===== src/rtl/lr_pkg.sv =====
// Shared definitions for the local-management packet arbiter: word layout,
// flag encodings, FSM states and saturating counter helpers.
package lr_pkg;

    localparam int WORD_W = 134;

    localparam logic [1:0] FLAG_HEAD = 2'b01;
    localparam logic [1:0] FLAG_MID  = 2'b11;
    localparam logic [1:0] FLAG_TAIL = 2'b10;

    typedef enum logic [1:0] {
        ST_IDLE  = 2'd0,
        ST_GRANT = 2'd1,
        ST_XFER  = 2'd2,
        ST_GAP   = 2'd3
    } lr_state_t;

    function automatic logic [15:0] sat_add16(input logic [15:0] a, input logic [2:0] inc);
        logic [16:0] s;
        s = {1'b0, a} + {14'd0, inc};
        return s[16] ? 16'hFFFF : s[15:0];
    endfunction

    function automatic logic [31:0] sat_inc32(input logic [31:0] a);
        return (a == 32'hFFFF_FFFF) ? a : a + 32'd1;
    endfunction

endpackage


===== src/rtl/lr_rr_arb2.sv =====
// Two-requester selector: round-robin pointer or fixed priority to B,
// chosen by PRIO_MODE. The pointer moves only when a packet completes.
module lr_rr_arb2 #(
    parameter int PRIO_MODE = 0
) (
    input  logic clk,
    input  logic rst_n,
    input  logic i_req_a,
    input  logic i_req_b,
    input  logic i_upd,
    input  logic i_upd_b,
    output logic o_pick_a,
    output logic o_pick_b
);

    logic r_prefer_b;

    // After serving a source, the other one wins the next tie.
    always_ff @(posedge clk or negedge rst_n) begin
        if (!rst_n) begin
            r_prefer_b <= 1'b0;
        end else if (i_upd) begin
            r_prefer_b <= ~i_upd_b;
        end
    end

    always_comb begin
        o_pick_a = 1'b0;
        o_pick_b = 1'b0;
        if (i_req_a && i_req_b) begin
            if (PRIO_MODE == 1 || r_prefer_b) begin
                o_pick_b = 1'b1;
            end else begin
                o_pick_a = 1'b1;
            end
        end else begin
            o_pick_a = i_req_a;
            o_pick_b = i_req_b;
        end
    end

endmodule


===== src/rtl/lr_pkt_arbiter.sv =====
// Packet-granular 2:1 arbiter onto the registered lupdate datapath.
// Optional head-to-tail watchdog with forced abort: define LRA_WDOG_EN.
module lr_pkt_arbiter import lr_pkg::*; #(
    parameter int PRIO_MODE    = 0,
    parameter int GNT_WAIT_MAX = 16
`ifdef LRA_WDOG_EN
    , parameter int WDOG_CYCLES = 256
`endif
) (
    input  logic              clk,
    input  logic              rst_n,
    input  logic              in_a_req,
    output logic              out_a_grant,
    input  logic              in_a_data_wr,
    input  logic [WORD_W-1:0] in_a_data,
    input  logic              in_a_data_valid,
    input  logic              in_a_data_valid_wr,
    input  logic              in_b_req,
    output logic              out_b_grant,
    input  logic              in_b_data_wr,
    input  logic [WORD_W-1:0] in_b_data,
    input  logic              in_b_data_valid,
    input  logic              in_b_data_valid_wr,
    output logic              out_data_wr,
    output logic [WORD_W-1:0] out_data,
    output logic              out_data_valid,
    output logic              out_data_valid_wr,
    output logic              out_busy,
    output logic [31:0]       out_a_pkt_cnt,
    output logic [31:0]       out_b_pkt_cnt,
    output logic [15:0]       out_err_cnt
`ifdef LRA_WDOG_EN
    , output logic [15:0]     out_wdog_cnt
`endif
);

    localparam int WAIT_W = (GNT_WAIT_MAX > 2) ? $clog2(GNT_WAIT_MAX) : 1;

    lr_state_t         r_state;
    logic              r_gnt_a;
    logic              r_gnt_b;
    logic [WAIT_W-1:0] r_wait;
    logic              r_out_wr;
    logic [WORD_W-1:0] r_out_data;
    logic              r_out_valid;
    logic              r_out_valid_wr;
    logic [31:0]       r_a_pkt_cnt;
    logic [31:0]       r_b_pkt_cnt;
    logic [15:0]       r_err_cnt;

    logic              w_pick_a;
    logic              w_pick_b;
    logic              w_g_wr;
    logic [WORD_W-1:0] w_g_data;
    logic              w_g_valid;
    logic              w_g_valid_wr;
    logic [1:0]        w_g_flag;
    logic              w_g_head;
    logic              w_g_tail;
    logic              w_wait_done;
    logic              w_abort;
    logic              w_upd;
    logic [2:0]        w_err_inc;

    // The grant registers double as the source select for the data mux.
    assign w_g_wr       = (r_gnt_a & in_a_data_wr) | (r_gnt_b & in_b_data_wr);
    assign w_g_data     = r_gnt_b ? in_b_data          : in_a_data;
    assign w_g_valid    = r_gnt_b ? in_b_data_valid    : in_a_data_valid;
    assign w_g_valid_wr = r_gnt_b ? in_b_data_valid_wr : in_a_data_valid_wr;
    assign w_g_flag     = w_g_data[WORD_W-1 -: 2];
    assign w_g_head     = w_g_wr && (w_g_flag == FLAG_HEAD);
    assign w_g_tail     = w_g_wr && (w_g_flag == FLAG_TAIL);
    assign w_wait_done  = (r_wait == WAIT_W'(GNT_WAIT_MAX - 1));
    assign w_upd        = (r_state == ST_XFER) && (w_g_tail || w_abort);

    // Per-cycle error events: stray words from the ungranted side, non-head
    // words while waiting, grant timeout, and a second head inside a packet.
    assign w_err_inc = 3'(in_a_data_wr & ~r_gnt_a)
                     + 3'(in_b_data_wr & ~r_gnt_b)
                     + 3'((r_state == ST_GRANT) && w_g_wr && !w_g_head)
                     + 3'((r_state == ST_GRANT) && !w_g_head && w_wait_done)
                     + 3'((r_state == ST_XFER) && w_g_head);

    lr_rr_arb2 #(.PRIO_MODE(PRIO_MODE)) u_arb (
        .clk      (clk),
        .rst_n    (rst_n),
        .i_req_a  (in_a_req),
        .i_req_b  (in_b_req),
        .i_upd    (w_upd),
        .i_upd_b  (r_gnt_b),
        .o_pick_a (w_pick_a),
        .o_pick_b (w_pick_b)
    );

`ifdef LRA_WDOG_EN
    localparam int WDOG_W = (WDOG_CYCLES > 2) ? $clog2(WDOG_CYCLES) : 1;

    logic [WDOG_W-1:0] r_wdog;
    logic [15:0]       r_wdog_cnt;

    // A real tail in the limit cycle wins over the forced abort.
    assign w_abort = (r_state == ST_XFER) && !w_g_tail &&
                     (r_wdog == WDOG_W'(WDOG_CYCLES - 1));

    always_ff @(posedge clk or negedge rst_n) begin
        if (!rst_n) begin
            r_wdog     <= '0;
            r_wdog_cnt <= '0;
        end else begin
            if (r_state == ST_GRANT && w_g_head) begin
                r_wdog <= WDOG_W'(1);
            end else if (r_state == ST_XFER) begin
                r_wdog <= r_wdog + 1'b1;
            end
            if (w_abort) begin
                r_wdog_cnt <= sat_add16(r_wdog_cnt, 3'd1);
            end
        end
    end

    assign out_wdog_cnt = r_wdog_cnt;
`else
    assign w_abort = 1'b0;
`endif

    always_ff @(posedge clk or negedge rst_n) begin
        if (!rst_n) begin
            r_state        <= ST_IDLE;
            r_gnt_a        <= 1'b0;
            r_gnt_b        <= 1'b0;
            r_wait         <= '0;
            r_out_wr       <= 1'b0;
            r_out_data     <= '0;
            r_out_valid    <= 1'b0;
            r_out_valid_wr <= 1'b0;
            r_a_pkt_cnt    <= '0;
            r_b_pkt_cnt    <= '0;
            r_err_cnt      <= '0;
        end else begin
            r_out_wr       <= 1'b0;
            r_out_data     <= '0;
            r_out_valid    <= 1'b0;
            r_out_valid_wr <= 1'b0;
            r_err_cnt      <= sat_add16(r_err_cnt, w_err_inc);
            case (r_state)
                ST_IDLE: begin
                    r_wait <= '0;
                    if (w_pick_a || w_pick_b) begin
                        r_gnt_a <= w_pick_a;
                        r_gnt_b <= w_pick_b;
                        r_state <= ST_GRANT;
                    end
                end
                ST_GRANT: begin
                    if (w_g_head) begin
                        r_out_wr       <= 1'b1;
                        r_out_data     <= w_g_data;
                        r_out_valid    <= w_g_valid;
                        r_out_valid_wr <= w_g_valid_wr;
                        r_state        <= ST_XFER;
                    end else if (w_wait_done) begin
                        r_gnt_a <= 1'b0;
                        r_gnt_b <= 1'b0;
                        r_state <= ST_IDLE;
                    end else begin
                        r_wait <= r_wait + 1'b1;
                    end
                end
                ST_XFER: begin
                    if (w_g_tail) begin
                        r_out_wr       <= 1'b1;
                        r_out_data     <= w_g_data;
                        r_out_valid    <= w_g_valid;
                        r_out_valid_wr <= w_g_valid_wr;
                        if (r_gnt_b) begin
                            r_b_pkt_cnt <= sat_inc32(r_b_pkt_cnt);
                        end else begin
                            r_a_pkt_cnt <= sat_inc32(r_a_pkt_cnt);
                        end
                        r_gnt_a <= 1'b0;
                        r_gnt_b <= 1'b0;
                        r_state <= ST_GAP;
                    end else if (w_abort) begin
                        // Synthetic tail flagged invalid so downstream drops the packet.
                        r_out_wr       <= 1'b1;
                        r_out_data     <= {FLAG_TAIL, {(WORD_W-2){1'b0}}};
                        r_out_valid_wr <= 1'b1;
                        r_gnt_a        <= 1'b0;
                        r_gnt_b        <= 1'b0;
                        r_state        <= ST_GAP;
                    end else if (w_g_wr) begin
                        r_out_wr       <= 1'b1;
                        r_out_data     <= w_g_data;
                        r_out_valid    <= w_g_valid;
                        r_out_valid_wr <= w_g_valid_wr;
                    end
                end
                ST_GAP: begin
                    r_state <= ST_IDLE;
                end
                default: begin
                    r_state <= ST_IDLE;
                end
            endcase
        end
    end

    assign out_a_grant       = r_gnt_a;
    assign out_b_grant       = r_gnt_b;
    assign out_data_wr       = r_out_wr;
    assign out_data          = r_out_data;
    assign out_data_valid    = r_out_valid;
    assign out_data_valid_wr = r_out_valid_wr;
    assign out_busy          = (r_state != ST_IDLE);
    assign out_a_pkt_cnt     = r_a_pkt_cnt;
    assign out_b_pkt_cnt     = r_b_pkt_cnt;
    assign out_err_cnt       = r_err_cnt;

endmodule


===== config.mk =====
export PLATFORM = sky130hd
export DESIGN_NAME = lr_pkt_arbiter
export DESIGN_NICKNAME = d
export VERILOG_FILES = /design/src/rtl/lr_pkg.sv /design/src/rtl/lr_rr_arb2.sv /design/src/rtl/lr_pkt_arbiter.sv
export SDC_FILE = /design/constraint.sdc
export NUM_CORES = 1
export LEC_CHECK = 0
export CAP_MARGIN = 20
export CORE_AREA = 2 2 194 196
export CTS_BUF_LIST = sky130_fd_sc_hd__clkbuf_8
export CTS_CLUSTER_DIAMETER = 60
export DETAILED_ROUTE_END_ITERATION = 10
export DIE_AREA = 0 0 196 198
export MAX_ROUTING_LAYER = met4
export PLACE_DENSITY_LB_ADDON = 0.1
export SKIP_LAST_GASP = 1
export SYNTH_ARGS = -nofsm -noshare
export SYNTH_HDL_FRONTEND = slang
export SYNTH_SLANG_ARGS = --single-unit

===== constraint.sdc =====
create_clock -name clk -period 8.78 [get_ports clk]
set_input_delay 1.756 -clock clk [delete_from_list [all_inputs] [get_ports clk]]
set_output_delay 1.756 -clock clk [all_outputs]
set_load 0.02 [all_outputs]

* After elaboration in Yosys (flattened, before gate mapping)
Index checks and enable logic that the tools add are counted. Widths: inputs -> output; s select.
Storage, ports and cells: bits in registers 226, input port bits 278, output and inout port bits 220, logic and storage cells 103
Cells by class: add/sub/neg operators 8, eq/ne operators 14, multiplexer cells 39, bitwise logic cells 10, reductions and logical operators 20
Operators with widths (number):
- $mux 134 | 4
- $pmux 134 s2 | 1
- $add 32x1->32 const B | 2
- $eq 32x32->1 const B | 2
- $mux 1 | 20
- $add 16x3->17 | 1
- $mux 16 | 1
- $ne 2x2->1 const B | 5
- $add 3x1->3 | 3
- $logic_and 1x1->1 | 9
- $mux 2 | 4
- $mux 4 | 2
- $pmux 2 s4 | 1
- $pmux 4 s2 | 1
- $reduce_and 4->1 | 2
- $and 1x3->3 | 2
- $eq 2x2->1 const B | 3
- $not 1->3 | 2
- $pmux 1 s2 | 3
- $pmux 1 s3 | 2
- $reduce_and 3->1 | 2
- $reduce_and 5->1 | 1
- $add 4x1->4 const B | 1
- $eq 2x1->1 const B | 2
- other kinds (11) | 15

* Depth between registers and ports, before layout
Gate-level depths: netlist (run 1).
depth after elaboration 10, gate-level depth with buffers 15, gate-level depth less buffers 15

* Cells and area by module
Synthesis (run 1) repeated with hierarchy kept, for this count alone.
Unflattened totals: cell total of the unflattened synthesis 910, area, all modules 10181.0 µm²
Modules (own cells, without submodules):
- lr_pkt_arbiter | instances 1, cells each 904, area an instance 10128.5 µm², sequential area each 5630.4 µm²
- lr_rr_arb2 | instances 1, cells each 6, area an instance 52.6 µm², sequential area each 25.0 µm²

* Worst setup path before layout (run 1)
No wires, ideal clock.
path kind input port to flip-flop, start input port in_b_data[132], end register r_err_cnt[7], in the netlist out_err_cnt[7], library setup time 0.069 ns, data arrival time 4.980 ns, required time 8.711 ns, setup slack 3.731 ns, stages 14, buffers on the path 1, cells stage by stage and3b_1 -> o21ai_0 -> nand3_1 -> fa_1 -> fa_1 -> inv_1 -> ha_1 -> inv_1 -> fa_1 -> nand2b_1 -> a21oi_1 -> nand3_1 -> clkbuf_1 -> nand3_1
Between the ends: word-level cells in the longest chain between the ends 10, elaborated cells between the ends (all ways) 13, classes of those cells add/sub (4); eq/ne (1); mux (2); reduce/logical (6)
RTL lines:
- from (decl) | line lr_pkt_arbiter.sv:21 | input logic [WORD_W-1:0] in_b_data,
- $mux 134 (*) | line lr_pkt_arbiter.sv:67 | assign w_g_data = r_gnt_b ? in_b_data : in_a_data;
- $eq 2x1->1 (*) | line lr_pkt_arbiter.sv:71 | assign w_g_head = w_g_wr && (w_g_flag == FLAG_HEAD);
- $logic_and 1x1->1 (*) | line lr_pkt_arbiter.sv:71
- $logic_not 1->1 | line lr_pkt_arbiter.sv:80, lr_pkt_arbiter.sv:81
- $logic_and 1x1->1 (on tied branches) | line lr_pkt_arbiter.sv:80, lr_pkt_arbiter.sv:81
- $add 3x1->3 / $logic_and 1x1->1 (equally long branches) | line lr_pkt_arbiter.sv:80, lr_pkt_arbiter.sv:81
- $add 3x1->3 | line lr_pkt_arbiter.sv:81 | + 3'((r_state == ST_GRANT) && !w_g_head && w_wait_done)
- $add 3x1->3 (*) | line lr_pkt_arbiter.sv:82 | + 3'((r_state == ST_XFER) && w_g_head);
- $add 16x3->17 (*) | line lr_pkg.sv:20 | s = {1'b0, a} + {14'd0, inc};
- $mux 16 (*) | line lr_pkg.sv:21 | return s[16] ? 16'hFFFF : s[15:0];
- to (signal assigned) | line lr_pkt_arbiter.sv:144 | r_err_cnt <= sat_add16(r_err_cnt, w_err_inc);
- to (decl) | line lr_pkt_arbiter.sv:49 | logic [15:0] r_err_cnt;
Every way passes the cells marked *; elsewhere a longest branch is shown, timed or not. A chain may end at the register's enable or synchronous reset.

* Final worst setup path (run 1)
start input port in_b_data[133], end register r_err_cnt[6], in the netlist out_err_cnt[6]
The elaborated chain is that of the path after synthesis.

==> metrics.yaml, run 1 <==
die:
  num_rows: 71
  die-area_mm2: 0.0388
  initial_core_util: 0.274
  core_mm2: 0.0370
  die_w_um: 196
  io_pins: 498
  die_height_um: 198
clocking:
  cts_buffers: 45
  cts.path.max_buffers: 3
  post-cts-setup-buffers: 0
  ctsResizeCount: 0
  hold_buffers: 0
  ctsHtreeMaxLevel: 2
  tritoncts: "yes"
  clkTransAtPathRegs_ps: 60
  cts_root_buffer: "clkbuf_8"
  clkLatencyLatePin_ps: 550
  cts.sinks: 226
synth:
  synth_edf_count: 0
  synth_cell_type_count: 59
  syn_area_mm2: 0.0101
  ys_seq_elements: 226
  synth_cells: 887
  yosysSeqAreaShare: 0.558
  synthFlopType: "dfrtp_1"
  yosysWarnings: 0
  ys_async_sr_fraction: 1.00
  synth_nets: 1179
  syn_area_per_cell_um2: 11.4
finish:
  fin_cells: 1910
  fillCellCount: 3548
  utilization: 0.450
  drive_gt1_frac: 0.0727
  syn2layout_area_growth_pct: 64.0
  nets: 1690
worst_setup_path:
  required_ps: 9240
  rr_endpoint: "out_err_cnt[6]"
  cp_max_fo: 13
  worstSetupStartpoint: "in_b_data[133]"
  cp.arrival_ps: 6140
  path_class: "input port to flip-flop"
  cpMostUsedCell: "fa_1"
  cp_slowest_stage_delay_ps: 550
  worst-r2r-cell-count: 13
  startpoint_type: "input port"
  ff2ff_setup_slack_ps: 4090
  path_cells: "clkdlybuf4s50_1 > and3b_1 > o21ai_0 > nand3_1 > fa_1 > fa_1 > inv_1 > ha_1 > inv_1 > fa_1 > nand2b_1 > a21oi_1 > nand3_1 > o21ai_0"
  r2r_start: "out_b_grant"
  cp-end-kind: "flip-flop"
  cp_slowest_cell: "o21ai_0"
sta:
  slew_headroom: 0.342
  finalHoldViolations: 0
  finalMaxSlewViolations: 0
  post-route-min-period_ps: 5680
  worst_pin_slew_ps: 986
  setup_viol: 0
  fmaxAchievable_ghz: 0.176
  rsz0062_at_grt: "no"
  finalClockSkew_ps: 12.3
  final.setup.tns_ps: 0
  period_share: 0.647
  fin_ws_ps: 3100
route:
  vias: 8557
  first_iter_violations: 317
  vias_per_cell: 4.48
  wl_per_cell_um: 19.8
  routed_wl_um: 37700
  drtPass1Iterations: 4
  drc: 0
  ant_nets: 0
grt:
  grt_usage: 0.198
  grt_pass1_vias: 8760
  grt_max_degree: 115
  gr-total-overflow: 0
  grt_pass1_wl_um: 55600
  antenna_found_initial: 5
hold_path:
  holdPathStages: 1
  hp-start: "out_a_pkt_cnt[27]"
  min_path_type: "flip-flop to flip-flop"
  min_to: "out_a_pkt_cnt[27]"
power:
  p_leak_nw: 7.07
  powerDensity_mw_per_mm2: 200
  ir_drop_mv: 0.109
placement:
  routabilityCongestion: 0.804
  dpl.cell_count: 1825
  place_ws_ps: 2480
  hpwl_um: 29300
  io_buffer_count: 497
status:
  outcome: "finished, final reports clean"
run:
  cap_violations: 0
==> cell families after synthesis <==
kind of cell             share of synthesized area
flip-flops                                   0.558
AND/OR/NAND/NOR                              0.171
buffers and inverters                       0.0245
AO/OA/AOI/OAI                               0.0288
multiplexers                                 0.142
XOR/XNOR                                    0.0562
adder cells (fa/ha/maj)                     0.0195
==> layout by cell type, fill, tap and decap left out, drive strengths merged, types with 7 or more instances in the layout <==
cell / n
nand4: 20
and3: 8
ha: 11
and4: 7
nor3: 16
xor2: 20
o21ai: 9
a21oi: 8
clkdlybuf4s50: 496
mux2i: 138
xnor2: 45
nand3: 40
nand2: 53
nor2: 151
inv: 31
nand2b: 9
dfrtp: 226
clkbuf: 63
==> through the flow <==
step	hold slack (ps)	power [mW]	instance area, um2
after CTS	491	3.39	16600
after global placement	483	2.17	15600
after global routing	505	3.52	16600
after detailed placement	483	2.17	15600
after floorplan	467	1.75	10100
final	489	3.32	16600
==> cell usage after synthesis (4+ instances only) <==
cell type  instances  area, um2
nand3_1           39        195
nor2_1           151        567
mux2_2             5       56.3
nand2_1           53        199
and2_1             4       25.0
nand2b_1           8       50.1
nor3b_1            4       30.0
ha_1              11        138
dfrtp_1          226       5660
o21ai_0            9       45.0
inv_1             21       78.8
and3_1             8       50.1
and4_1             5       43.8
mux2i_1          138       1380
buf_2             18       90.1
xor2_1            20        175
xnor2_1           45        394
a31oi_1            4       25.0
clkbuf_1          17       63.8
nor3_1            15       75.1
a21oi_1            8       40.0
nand4_1           18        113
==> critical path: cells and delay by family <==
kind	cells	cell delay [ps]
and+or+nand+nor	4	1040
buffers and inverters	3	650
AOI/OAI and AO/OA	3	1170
adders and majority gates	4	1520
==> how the worst max path moves through the flow <==
stage | slack, ps | endpoint | cells past startpoint
after global placement | 2510 | out_err_cnt[6] | 14
after CTS | 3080 | out_err_cnt[6] | 14
after detailed placement | 2480 | out_err_cnt[6] | 14
after global routing | 2690 | out_err_cnt[6] | 14
final | 3100 | out_err_cnt[6] | 14
after floorplan | 3730 | out_err_cnt[7] | 14
==> registers in the layout, summed over array words and instances (netlist names), named ones only <==
| register | cells |
|---|---|
| out_data_valid | 1 |
| out_data_wr | 1 |
| r_wait | 4 |
| out_b_grant | 1 |
| out_data | 134 |
| out_err_cnt | 16 |
| out_b_pkt_cnt | 32 |
| out_a_grant | 1 |
| u_arb.r_prefer_b | 1 |
| r_state | 1 |
| out_data_valid_wr | 1 |
| out_a_pkt_cnt | 32 |
==> layout make-up <==
type / instances / area (um2) / share of cell area
antenna: 5 / 12.5 / 0.000753
clock buffer: 63 / 867 / 0.0522
clock inverter: 17 / 150 / 0.00904
inverter: 21 / 78.8 / 0.00474
multi-input combinational: 603 / 4230 / 0.255
sequential: 226 / 5660 / 0.341
tap: 474 / 593 / 0.0357
timing repair buffer: 501 / 5020 / 0.302
==> routing by layer <==
layer,vias to the layer above,part of all wire,track usage
met1,4122,0.39,0.227
met2,290,0.50,0.330
met5,-,0,-
met3,70,0.069,0.0589
li1,4075,-,-
met4,0,0.034,0.0749
==> where the power goes <==
| group | internal [mW] | leakage [nW] | total [mW] | switching, mW |
|---|---|---|---|---|
| sequential | 1.11 | 3.10 | 1.20 | 0.0846 |
| combinational | 0.463 | 3.41 | 0.933 | 0.470 |
| clock | 0.721 | 0.561 | 1.19 | 0.469 |
| total | 2.30 | 7.07 | 3.32 | 1.02 |
No activity file was read; power rests on OpenSTA's default activity.
==> run 2: changes to the inputs <==
- CORE_AREA: 2 2 194 196 -> 2 2 195 197
- DIE_AREA: 0 0 196 198 -> 0 0 197 199
- clock period: 8.78 -> 5.62 ns (I/O delays scaled with it)
==> metrics.yaml, run 2 (synthesis results as in run 1) <==
status:
  outcome: "finished, final reports clean"
clocking:
  ctsHtreeMaxLevel: 2
  post-cts-setup-buffers: 0
  cts_buffers: 44
  clkLatencyLatePin_ps: 570
  cts.sinks: 226
  cts.path.max_buffers: 3
  hold_buffers: 0
  cts_root_buffer: "clkbuf_8"
  tritoncts: "yes"
  ctsResizeCount: 0
  clkTransAtPathRegs_ps: 50
route:
  vias: 8574
  drtPass1Iterations: 4
  wl_per_cell_um: 19.6
  routed_wl_um: 37300
  drc: 0
  ant_nets: 0
  vias_per_cell: 4.50
  first_iter_violations: 250
die:
  num_rows: 71
  die-area_mm2: 0.0392
  die_height_um: 199
  die_w_um: 197
  io_pins: 498
  core_mm2: 0.0371
  initial_core_util: 0.273
grt:
  antenna_found_initial: 6
  gr-total-overflow: 0
  grt_pass1_vias: 8702
  grt_max_degree: 102
  grt_usage: 0.193
  grt_pass1_wl_um: 54200
power:
  seq_power_share: 0.386
  ir_drop_mv: 0.151
  p_sw_frac: 0.319
  powerDensity_mw_per_mm2: 295
  p_int_mw: 3.31
  clkPwrFrac: 0.316
  p_leak_nw: 7.01
  power.share.combinational: 0.299
  power.switching_mw: 1.55
worst_setup_path:
  cp-end-kind: "flip-flop"
  path_class: "input port to flip-flop"
  required_ps: 6090
  cp_max_fo: 13
  cp.arrival_ps: 5160
  startpoint_type: "input port"
sta:
  setup_viol: 0
  finalMaxSlewViolations: 0
  final.setup.tns_ps: 0
  rsz0062_at_grt: "no"
  finalClockSkew_ps: 28.0
  fin_ws_ps: 931
  worst_pin_slew_ps: 1000
  slew_headroom: 0.333
  post-route-min-period_ps: 4690
  finalHoldViolations: 0
  fmaxAchievable_ghz: 0.213
  period_share: 0.834
placement:
  io_buffer_count: 497
  routabilityCongestion: 0.826
  dpl.cell_count: 1828
  hpwl_um: 29100
  place_ws_ps: 332
finish:
  fin_cells: 1906
  fillCellCount: 3596
  multi_input_area_mm2: 0.00423
  nets: 1692
  syn2layout_area_growth_pct: 62.2
  final_cell_mix: "clkdlybuf4s50_1, dfrtp_1, nor2_1, mux2i_1"
  drive_gt1_frac: 0.0638
  seqCellArea_mm2: 0.00566
  largest_reg_flops: 134
  layout_commonest_cell: "clkdlybuf4s50_1"
run:
  cap_violations: 0
hold_path:
  min_path_type: "flip-flop to flip-flop"
==> run 2: cell types whose count changed in the layout (fill, tap and decap cells not counted), moves of 2 or more <==
cell,previous run,this run
clkinv_2,3,1
inv_1,31,39
bufinv_16,3,0
clkbuf_8,63,53
buf_4,3,5
==> run 2: per-layer routing <==
layer  GRT usage  wire length [um]  part of all wire
met5           -                 0                 0
met4      0.0799              1470             0.039
met3      0.0719              3070             0.082
met2       0.317             18800              0.50
met1       0.211             14000              0.37
==> run 2: final cells by class <==
cell class | instances | area share
Clock buffer | 53 | 0.0444
Antenna cell | 6 | 0.000913
Tap cell | 474 | 0.0361
Sequential cell | 226 | 0.344
Inverter | 21 | 0.00480
Timing Repair Buffer | 504 | 0.308
Multi-Input combinational cell | 603 | 0.257
Clock inverter | 19 | 0.00442
==> run 2: path summary, 6_finish.rpt <==
kind	from	slack, ps	depth (start not counted)	to
worst max-delay path	in_b_data[133]	930	14	out_err_cnt[6]
worst min-delay path	out_a_pkt_cnt[27]	490	1	out_a_pkt_cnt[27]
worst max register to register	out_b_grant	1260	13	out_err_cnt[6]
worst min register to register	out_a_pkt_cnt[27]	490	1	out_a_pkt_cnt[27]
max in group asynchronous	rst_n	3900	2	out_data[17]
min in group asynchronous	rst_n	590	1	out_b_pkt_cnt[31]
==> run 2: critical path, stage by stage <==
cell and delay [ps]:
clkdlybuf4s50_1 530, and3b_1 200, o21ai_0 250, nand3_1 140
fa_1 500, fa_1 480, inv_1 60, ha_1 160
inv_1 60, fa_1 390, nand2b_1 180, a21oi_1 420
nand3_1 480, o21ai_0 200
==> run 2: power by group through the flow <==
stage / sequential (mW) / combinational [mW] / clock (mW)
finish: 1.87 / 1.45 / 1.53
detailed placement: 1.90 / 1.47 / 0
global placement: 1.90 / 1.47 / 0
global route: 1.89 / 1.58 / 1.68
floorplan: 1.94 / 0.799 / 0
CTS: 1.87 / 1.48 / 1.59
==> run 2: metrics by stage <==
stage | utilization | power (mW) | instance area [um2] | hold WS (ps)
after floorplan | - | 2.74 | 10100 | 467
after global placement | 0.421 | 3.36 | 15600 | 484
after detailed placement | 0.421 | 3.37 | 15600 | 486
after CTS | 0.442 | 4.94 | 16400 | 500
after global routing | 0.443 | 5.15 | 16400 | 510
final | 0.443 | 4.85 | 16400 | 495
==> RTL edit, RTL diff (settings of run 2) <==
The parameter `GNT_WAIT_MAX` goes from 16 to 8.
--- a/src/rtl/lr_pkt_arbiter.sv
+++ b/src/rtl/lr_pkt_arbiter.sv
@@ -4,3 +4,3 @@
     parameter int PRIO_MODE    = 0,
-    parameter int GNT_WAIT_MAX = 16
+    parameter int GNT_WAIT_MAX = 8
 `ifdef LRA_WDOG_EN
Function: not settled (the Yosys comparison gave no result); the edit may change what the design does.
==> RTL edit against run 2 <==
Power rose by 3.1%; fmax grew 4.2%; count of clock-buffer cells in the layout rose by 2; sequential share of layout area fell by 0.39 points; worst setup slack better by 0.19 ns; synthesized area increased by 0.38%; hold slack worse by 0.0094 ns; design area grew 0.69%; wire length rose by 4.3%; final cell count grew 0.68%; register-to-register slack improved by 0.25 ns; sequential cell count is 1 lower.
==> RTL edit: results (changes against run 2) <==
| Metric | Value |
|---|---|
| Ys async rst share | `100% (unchanged)` |
| Peak supply drop | `0.221 mV (+47%)` |
| Inverter count | `22 (+4.8%)` |
| GRT Total Usage | `20.2% (+0.88 points)` |
| Met1 usage | `22.6% (+1.5 points)` |
| Num CTS Buffers | `45 (+2.3%)` |
| HPWL Detailed | `30000 um (+3.4%)` |
| Multi-input comb cells | `609 (+1.0%)` |
| Synth cell types | `57 (-3.4%)` |
| Worst hold endpoint | `out_b_pkt_cnt[11]$_DFFE_PN0P_` |
| Reg2reg setup slack | `1.51 ns (+0.25 ns)` |
| Dpl ws | `0.564 ns (+0.232 ns)` |
| Placed cell count | `1834 (+0.33%)` |
| Clock buffer count | `55 (+3.8%)` |
| Multi-input gate area | `0.00429 mm^2 (+1.4%)` |
| Vias per cell | `4.49 (-0.16%)` |
| First-pass GRT wire length | `56600 um (+4.3%)` |
| Fin Hold WS | `0.485 ns (-0.00942 ns)` |
| Clock-cell share | `5.25% (+0.37 points)` |
| Synth Area in XOR/XNOR | `5.60% (-0.021 points)` |
| GR Layer Usage met3 | `7.36% (+0.17 points)` |
| Met1 Wirelength | `15100 um (+8.2%)` |
| Sequential cell area share | `34.0% (-0.39 points)` |
| Fin worst setup slack | `1.12 ns (+0.188 ns)` |
| Min-delay src | `out_b_pkt_cnt[11]$_DFFE_PN0P_` |
| PwrDens | `302 mW/mm^2 (+2.4%)` |
| DRT iter0 DRCs | `285 (+14%)` |
| Crit path DAT | `4.97 ns (-0.19 ns)` |
| Data buffer area share | `30.6% (-0.21 points)` |
| Met3 wire len | `3290 um (+7.3%)` |
| Syn Std Cell Area | `0.0102 mm^2 (+0.38%)` |
| Vias | `8619 (+0.52%)` |
| R2R depth | `14 (+1)` |
| Largest net degree at the start of global routing | `121 (+19%)` |
| Synth area leaders | `dfrtp_1, mux2i_1, nor2_1` |
| Mapped Cells | `893 (+0.68%)` |
| Net Count, Synth | `1186 (+0.59%)` |
| Multiplexer share of the synthesized area | `14.6% (+0.39 points)` |
| LEAKAGE | `7.10 nW (+1.3%)` |
| Critical path peak fanout | `7 (-6)` |
| Final Skew | `0.0178 ns (-0.0103 ns)` |
| Most common library cells after synthesis | `dfrtp_1, nor2_1, mux2i_1, nand2_1, nand3_1` |
| Gpl congestion | `0.842 (+1.9%)` |
| Initial antenna violation count | `10 (+4)` |
| Slew at the pin closest to its max-slew limit | `0.967 ns (-0.0337 ns)` |
| DP Area | `0.0157 mm^2 (+0.23%)` |
| Ant diodes | `10 (+4)` |
| Adder-cell share of the synthesized area | `2.07% (+0.12 points)` |
| Wire per inst | `20.3 um (+3.6%)` |
| Fraction of layout cells with a size suffix above 1 | `6.69% (+0.31 points)` |
| Vias in the first global route | `8960 (+3.0%)` |
| # fillers | `3605 (+0.25%)` |
| Sequential share of the synthesized area | `55.4% (-0.46 points)` |
| Status | `finished clean` |
| Met2 Routed Length | `19200 um (+2.1%)` |
| Post-layout net count | `1700 (+0.47%)` |
| Synth Area in Compound Gates | `2.72% (-0.16 points)` |
-- RTL edit: cell types whose count changed in the layout (fill, tap and decap cells not counted), moves of 6 or more --
cell,run 2,this run
o21ai_0,9,3
nand2_1,53,45
nor2_1,151,157
and3_1,8,14
xnor2_1,45,39
xor2_1,20,26
nand4_1,18,25
-- RTL edit: critical path: cells and delay by family --
| kind | cells | cell delay (ns) |
|---|---|---|
| simple gates | 4 | 0.84 |
| fa+ha+maj | 4 | 1.51 |
| compound gates | 3 | 0.56 |
| buf+inv | 4 | 0.94 |
-- RTL edit: power by group --
group          leakage (nW)  switching (mW)  internal [mW]
registers              3.10           0.117           1.73
logic                  3.51           0.765          0.761
clock network         0.498           0.711          0.919
total                  7.10            1.59           3.41
-- RTL edit: logic make-up after synthesis --
logic type,count (synthesis)
AOI/OAI and AO/OA,37
adders and majority gates,15
buffers and inverters,59
muxes,147
and+or+nand+nor,345
DFF,225
xor gates and xnor gates,65
